### config.mk
export PLATFORM = sky130hd
export DESIGN_NAME = float_to_fxp_param
export DESIGN_NICKNAME = d
export VERILOG_FILES = /design/src/rtl/float_fxp_pkg.sv /design/src/rtl/fxp_step_shifter.sv /design/src/rtl/float_to_fxp_param.sv
export SDC_FILE = /design/constraint.sdc
export NUM_CORES = 1
export LEC_CHECK = 0
export ABC_CLOCK_PERIOD_IN_PS = 8800
export BUFFER_PORTS_ARGS = -buffer_cell sky130_fd_sc_hd__buf_2
export CORE_MARGIN = 1
export CORE_UTILIZATION = 35
export CTS_CLUSTER_DIAMETER = 150
export DETAILED_ROUTE_END_ITERATION = 6
export PLACE_DENSITY = 0.54
export SETUP_SLACK_MARGIN = 0.3
export SLEW_MARGIN = 20
export SYNTH_ARGS = -nofsm -noshare
export SYNTH_HDL_FRONTEND = slang
export SYNTH_SLANG_ARGS = --single-unit
### constraint.sdc
create_clock -name clk -period 8.8 [get_ports clk]
set_input_delay 0.44 -clock clk [delete_from_list [all_inputs] [get_ports clk]]
set_output_delay 0.44 -clock clk [all_outputs]
set_load 0.02 [all_outputs]
### src/rtl/float_fxp_pkg.sv
// Shared constants, FSM state type and sizing helper for the float-to-fixed converter.
package float_fxp_pkg;

  localparam int EXP_W      = 8;
  localparam int MANT_W     = 23;
  localparam int BIAS       = 127;
  localparam int MAG_IN_W   = MANT_W + 1;
  localparam int RSHIFT_MAX = 26;
  localparam int AMT_W      = 6;

  localparam logic [EXP_W-1:0] EXP_ZERO    = '0;
  localparam logic [EXP_W-1:0] EXP_SPECIAL = '1;

  typedef enum logic [2:0] {
    S_IDLE,
    S_DECODE,
    S_SHIFT,
    S_ROUND,
    S_DONE
  } state_t;

  // Magnitude register must hold the 24-bit significand plus a rounding carry.
  function automatic int mag_width(input int out_w);
    return (out_w > MAG_IN_W + 1) ? out_w : MAG_IN_W + 1;
  endfunction

endpackage

### src/rtl/fxp_step_shifter.sv
// One shift step of up to STEP bit positions, left or right, reporting the last bit dropped on a right shift.
module fxp_step_shifter
  import float_fxp_pkg::*;
#(
  parameter int W    = 32,
  parameter int STEP = 4
) (
  input  logic [W-1:0]     din,
  input  logic [AMT_W-1:0] amt,
  input  logic             left,
  output logic [W-1:0]     dout,
  output logic             guard,
  output logic [AMT_W-1:0] amt_rem,
  output logic             last
);

  localparam logic [AMT_W-1:0] STEP_A = AMT_W'(STEP);

  logic [AMT_W-1:0] step;
  logic [W-1:0]     pre;

  always_comb begin
    step  = (amt > STEP_A) ? STEP_A : amt;
    pre   = '0;
    dout  = din;
    guard = 1'b0;
    if (left) begin
      dout = din << step;
    end else if (step != '0) begin
      // Stop one bit short so the final dropped bit lands in pre[0].
      pre   = din >> (step - AMT_W'(1));
      guard = pre[0];
      dout  = pre >> 1;
    end
    amt_rem = amt - step;
    last    = (amt_rem == '0);
  end

endmodule

### src/rtl/float_to_fxp_param.sv
// Multi-cycle IEEE-754 single to signed fixed-point converter with saturation, NaN flag and optional rounding.
module float_to_fxp_param
  import float_fxp_pkg::*;
#(
  parameter int OUT_W      = 32,
  parameter int FRAC_W     = 16,
  parameter int SHIFT_STEP = 4,
  parameter int ROUND_EN   = 1
) (
  input  logic             clk,
  input  logic             rst_n,
  input  logic             start,
  input  logic [31:0]      float_in,
  output logic [OUT_W-1:0] fxp_out,
  output logic             ready,
  output logic             busy,
  output logic             ovf,
  output logic             nan
);

  localparam int MAG_W = mag_width(OUT_W);
  localparam int KOFF  = BIAS + MANT_W - FRAC_W;
  localparam int LSAT  = OUT_W - 1 - MAG_IN_W;

  localparam logic [MAG_W:0]   MAXPOS  = {{(MAG_W-OUT_W+2){1'b0}}, {(OUT_W-1){1'b1}}};
  localparam logic [OUT_W-1:0] SAT_POS = {1'b0, {(OUT_W-1){1'b1}}};
  localparam logic [OUT_W-1:0] SAT_NEG = {1'b1, {(OUT_W-1){1'b0}}};

  state_t state, state_nxt;

  logic              sign_q;
  logic [EXP_W-1:0]  exp_q;
  logic [MANT_W-1:0] mant_q;
  logic [MAG_W-1:0]  mag_q;
  logic [AMT_W-1:0]  amt_q;
  logic              left_q, guard_q;
  logic              frc_zero_q, frc_sat_q, frc_nan_q;
  logic [OUT_W-1:0]  res_q;
  logic              res_ovf_q, res_nan_q;

  logic signed [10:0] k;
  logic [10:0]        kneg;
  logic               dec_zero, dec_nan, dec_sat, dec_left, dec_force;
  logic [AMT_W-1:0]   dec_amt;

  logic [MAG_W-1:0] sh_dout;
  logic             sh_guard, sh_last;
  logic [AMT_W-1:0] sh_rem;

  logic             rnd_bit;
  logic [MAG_W:0]   rmag;
  logic [OUT_W-1:0] rnd_res;
  logic             rnd_ovf, rnd_nan;
  logic             accept;

  always_comb begin
    k         = $signed({3'b000, exp_q}) - $signed(11'(KOFF));
    kneg      = -k;
    dec_zero  = (exp_q == EXP_ZERO);
    dec_nan   = (exp_q == EXP_SPECIAL) && (mant_q != '0);
    dec_sat   = !dec_zero && !dec_nan &&
                ((exp_q == EXP_SPECIAL) || (!k[10] && (k > $signed(11'(LSAT)))));
    dec_force = dec_zero | dec_nan | dec_sat;
    dec_left  = !k[10];
    if (!k[10]) begin
      dec_amt = AMT_W'(k);
    end else if (kneg > 11'(RSHIFT_MAX)) begin
      dec_amt = AMT_W'(RSHIFT_MAX);
    end else begin
      dec_amt = AMT_W'(kneg);
    end
  end

  fxp_step_shifter #(
    .W    (MAG_W),
    .STEP (SHIFT_STEP)
  ) u_shift (
    .din     (mag_q),
    .amt     (amt_q),
    .left    (left_q),
    .dout    (sh_dout),
    .guard   (sh_guard),
    .amt_rem (sh_rem),
    .last    (sh_last)
  );

  always_comb begin
    rnd_bit = (ROUND_EN != 0) && guard_q;
    rmag    = {1'b0, mag_q} + {{MAG_W{1'b0}}, rnd_bit};
    rnd_res = '0;
    rnd_ovf = 1'b0;
    rnd_nan = 1'b0;
    if (frc_nan_q) begin
      rnd_nan = 1'b1;
    end else if (frc_zero_q) begin
      rnd_res = '0;
    end else if (frc_sat_q || (rmag > MAXPOS)) begin
      rnd_res = sign_q ? SAT_NEG : SAT_POS;
      rnd_ovf = 1'b1;
    end else begin
      rnd_res = sign_q ? -rmag[OUT_W-1:0] : rmag[OUT_W-1:0];
    end
  end

  always_ff @(posedge clk or negedge rst_n) begin
    if (!rst_n) state <= S_IDLE;
    else        state <= state_nxt;
  end

  always_comb begin
    state_nxt = state;
    unique case (state)
      S_IDLE:   if (start) state_nxt = S_DECODE;
      S_DECODE: state_nxt = (dec_force || (dec_amt == '0)) ? S_ROUND : S_SHIFT;
      S_SHIFT:  if (sh_last) state_nxt = S_ROUND;
      S_ROUND:  state_nxt = S_DONE;
      S_DONE:   state_nxt = start ? S_DECODE : S_IDLE;
      default:  state_nxt = S_IDLE;
    endcase
  end

  assign accept = start && ((state == S_IDLE) || (state == S_DONE));
  assign busy   = (state == S_DECODE) || (state == S_SHIFT) || (state == S_ROUND);

  // Result is staged in ROUND and published while leaving DONE, so ready
  // rises on the same edge that can accept a back-to-back operand.
  always_ff @(posedge clk or negedge rst_n) begin
    if (!rst_n) begin
      {sign_q, exp_q, mant_q} <= '0;
      mag_q      <= '0;
      amt_q      <= '0;
      left_q     <= 1'b0;
      guard_q    <= 1'b0;
      frc_zero_q <= 1'b0;
      frc_sat_q  <= 1'b0;
      frc_nan_q  <= 1'b0;
      res_q      <= '0;
      res_ovf_q  <= 1'b0;
      res_nan_q  <= 1'b0;
      fxp_out    <= '0;
      ovf        <= 1'b0;
      nan        <= 1'b0;
      ready      <= 1'b0;
    end else begin
      ready <= (state == S_DONE);
      if (accept) {sign_q, exp_q, mant_q} <= float_in;
      unique case (state)
        S_DECODE: begin
          mag_q      <= {{(MAG_W-MAG_IN_W){1'b0}}, 1'b1, mant_q};
          amt_q      <= dec_amt;
          left_q     <= dec_left;
          guard_q    <= 1'b0;
          frc_zero_q <= dec_zero;
          frc_nan_q  <= dec_nan;
          frc_sat_q  <= dec_sat;
        end
        S_SHIFT: begin
          mag_q   <= sh_dout;
          amt_q   <= sh_rem;
          guard_q <= sh_guard;
        end
        S_ROUND: begin
          res_q     <= rnd_res;
          res_ovf_q <= rnd_ovf;
          res_nan_q <= rnd_nan;
        end
        S_DONE: begin
          fxp_out <= res_q;
          ovf     <= res_ovf_q;
          nan     <= res_nan_q;
        end
        default: ;
      endcase
    end
  end

endmodule

==> results.cfg <==
[layout]
instances_no_fill = 1643
final_common_cell = dfrtp_1
final_area_um2 = 12160
most-common-layout-cells = dfrtp_1, nand2_1, mux2i_1
fin_util = 0.3954
area_growth_pct = 10.36
diodes = 0
drive_above_1_share = 0.1804
layout.nets = 1281
fillCellCount = 3139

[floorplanning]
die_x_um = 179.4
core_um2 = 30750
die_y_um = 179.4
start_util = 0.3583
ios = 71
die_area_um2 = 32190
rows = 64

[timing]
holdWs_ns = 0.01632
setup-violations-final = 0
max_freq_mhz = 213.1
post-route-period-util = 0.5334
fin_crit_ns = 4.694
slew_violations = 0
max_slew_margin = 0.2667
max_slew.worst_pin.slew_ns = 1.098
hold_viol_final = 0
finalSetupTns_ns = 0
grt_setup_unrepaired = false
fin_worst_skew_ns = 0.01683

[yosys]
synthDistinctLibCells = 82
avgSynthCellArea_um2 = 8.877
synth_area_leaders = dfrtp_1, mux2i_1, mux2_2, nand2_1, o21ai_0
ys_seq_area_frac = 0.3339
synth_area_um2 = 11020
synth_edf_count = 0
synth_largest_area_cell = dfrtp_1
syn_nets = 1288
async_flop_share = 1.000
ys.flop_type = dfrtp_1
ys_ff_latch = 147
synthCells = 1241
ys_warn_count = 0
netlist.area_leader.share = 0.3339

[critical_path]
max_stage_delay_ns = 0.89
r2r_slack_ns = 4.11
crit_path_end_kind = register
crit_chain = nor4_4 > buf_4 > nand2_1 > ha_1 > and2_0 > a21oi_1 > nor2_1 > buf_4 > a22o_1
critPathSlowestCell = a21oi_1
required_ns = 9.14
criticalPathCategory = reg -> reg
reg2reg_depth = 9
r2r_start = amt_q[4]
r2r_end = mag_q[28]
start_kind = register
path_max_fanout = 45
crit_arrival_ns = 5.04
path_common_cell = buf_4

[grt]
grt_use_met2 = 0.3322
globalRoute.totalOverflow = 0
grt_pass1_vias = 9638
use_met3 = 0.04639
grt_pass1_wl_mm = 55.69
track_usage = 0.2169
grt_max_degree = 91
top_usage_layer = met2
antenna_found_initial = 0
grt_use_met1 = 0.2958

[place]
port_buffers = 70
gp_congestion = 0.9271
dpl.hpwl_mm = 23.63
place_area_um2 = 11530
dp.cells = 1611

[clocking]
htreeDepth = 4
cts_resized = 0
numCtsBuffers = 17
clockRootBuffer = clkbuf_16
path_clk_slew_ns = 0.07
cts_max_path_buffers = 2
clk_latency_ns = 0.45
cts_setup_buffers = 0
holdBufCountCts = 0
cts_tree = built
clock-sinks = 147

[power]
power.density_nw_per_um2 = 423.1
power.leakage_nw = 4.810
peakVddDrop_uv = 167.8

[route]
viasPerCell = 6.047
drt-initial-drc-count = 877
antenna_left = 0
via_count = 9936
wirelength_mm = 34.15
wl_per_cell_um = 20.79
drt_pass1_iterations = 7
route.detailed.drc = 14

[status]
violations = DRC
status = complete, but fails checks

[hold_path]
hold_class = in -> async

[run]
maxCapViolations = 0
==> flip-flops by register name, indices dropped and copies added (netlist names), 3 cells and up <==
signal   cells
mant_q      23
fxp_out     32
state        3
amt_q        6
res_q       32
mag_q       32
exp_q        8
==> metal layers <==
layer	share of wire	up-vias	wire length (µm)
li1	-	4646	-
met1	0.45	4826	15340
met2	0.45	387	15430
met3	0.069	77	2343
met4	0.030	0	1032
met5	0	-	0
==> cell usage after synthesis, types with 5 or more instances <==
| master | instances |
|---|---|
| nor4_1 | 21 |
| or3_1 | 6 |
| nor2_1 | 45 |
| a211oi_1 | 18 |
| and4_1 | 6 |
| buf_1 | 16 |
| o31ai_1 | 9 |
| xor2_1 | 12 |
| nand3_1 | 52 |
| nand4_1 | 18 |
| clkbuf_1 | 70 |
| a21oi_1 | 78 |
| o211ai_1 | 10 |
| nand2_1 | 143 |
| a32o_1 | 12 |
| dfrtp_1 | 147 |
| and3_1 | 17 |
| mux4_2 | 9 |
| inv_1 | 18 |
| nor2b_1 | 8 |
| a221o_1 | 22 |
| buf_2 | 22 |
| a311oi_1 | 5 |
| o221ai_1 | 6 |
| mux2i_1 | 97 |
| ha_1 | 12 |
| mux2_2 | 65 |
| nor4_2 | 5 |
| o22ai_1 | 13 |
| xnor2_1 | 32 |
| nor3_1 | 45 |
| o21ai_0 | 86 |
| nand2b_1 | 7 |
| a31oi_1 | 5 |
| and2_1 | 9 |
==> kinds of logic after synthesis <==
family / count (synthesis) / synth area share
AOI/OAI and AO/OA: 313 / 0.1884
xor gates and xnor gates: 45 / 0.03646
adders and majority gates: 12 / 0.01363
buffers and inverters: 132 / 0.05054
DFF: 147 / 0.3339
muxes: 171 / 0.1730
other: 1 / 0.0003404
and+or+nand+nor: 420 / 0.2037
==> layout make-up <==
| cell class | instances | area [µm²] | share of cell area |
|---|---|---|---|
| Timing Repair Buffer | 87 | 484.2 | 0.03983 |
| Inverter | 19 | 71.32 | 0.005866 |
| Multi-Input combinational cell | 962 | 6812 | 0.5603 |
| Clock inverter | 13 | 173.9 | 0.01430 |
| Tap cell | 396 | 495.5 | 0.04075 |
| Clock buffer | 19 | 442.9 | 0.03643 |
| Sequential cell | 147 | 3679 | 0.3026 |
==> critical path, delay by kind of cell (launching register included) <==
family                     cells  cell delay, ns
adders and majority gates      1            0.60
and+or+nand+nor                4            1.49
DFF                            1            0.45
buffers and inverters          2            0.87
AOI/OAI and AO/OA              2            1.15
==> report_power, final <==
group	leakage [nW]	switching (W)	internal, W
sequential	1.83	0.000501	0.000989
combinational	2.68	0.00176	0.00112
clock	0.296	0.000317	0.000459
total	4.81	0.00257	0.00257
==> how the worst max path moves through the flow <==
stage,start,end,slack [ns]
2_1_floorplan,amt_q[3],mag_q[24],5.03
3_3_place_gp,amt_q[4],mag_q[10],4.18
3_5_place_dp,amt_q[4],mag_q[10],4.13
4_1_cts,amt_q[4],mag_q[10],4.11
5_1_grt,amt_q[4],mag_q[12],3.89
6_report,amt_q[4],mag_q[28],4.11
==> metrics by stage <==
step                      setup slack (ns)  power, W
after floorplan                      5.032  0.003493
after global placement               4.179  0.004306
after detailed placement             4.126  0.004326
after CTS                            4.107  0.005125
after global routing                 3.886  0.005535
final                                4.106  0.005144
No activity file was read; power rests on OpenSTA's default activity.
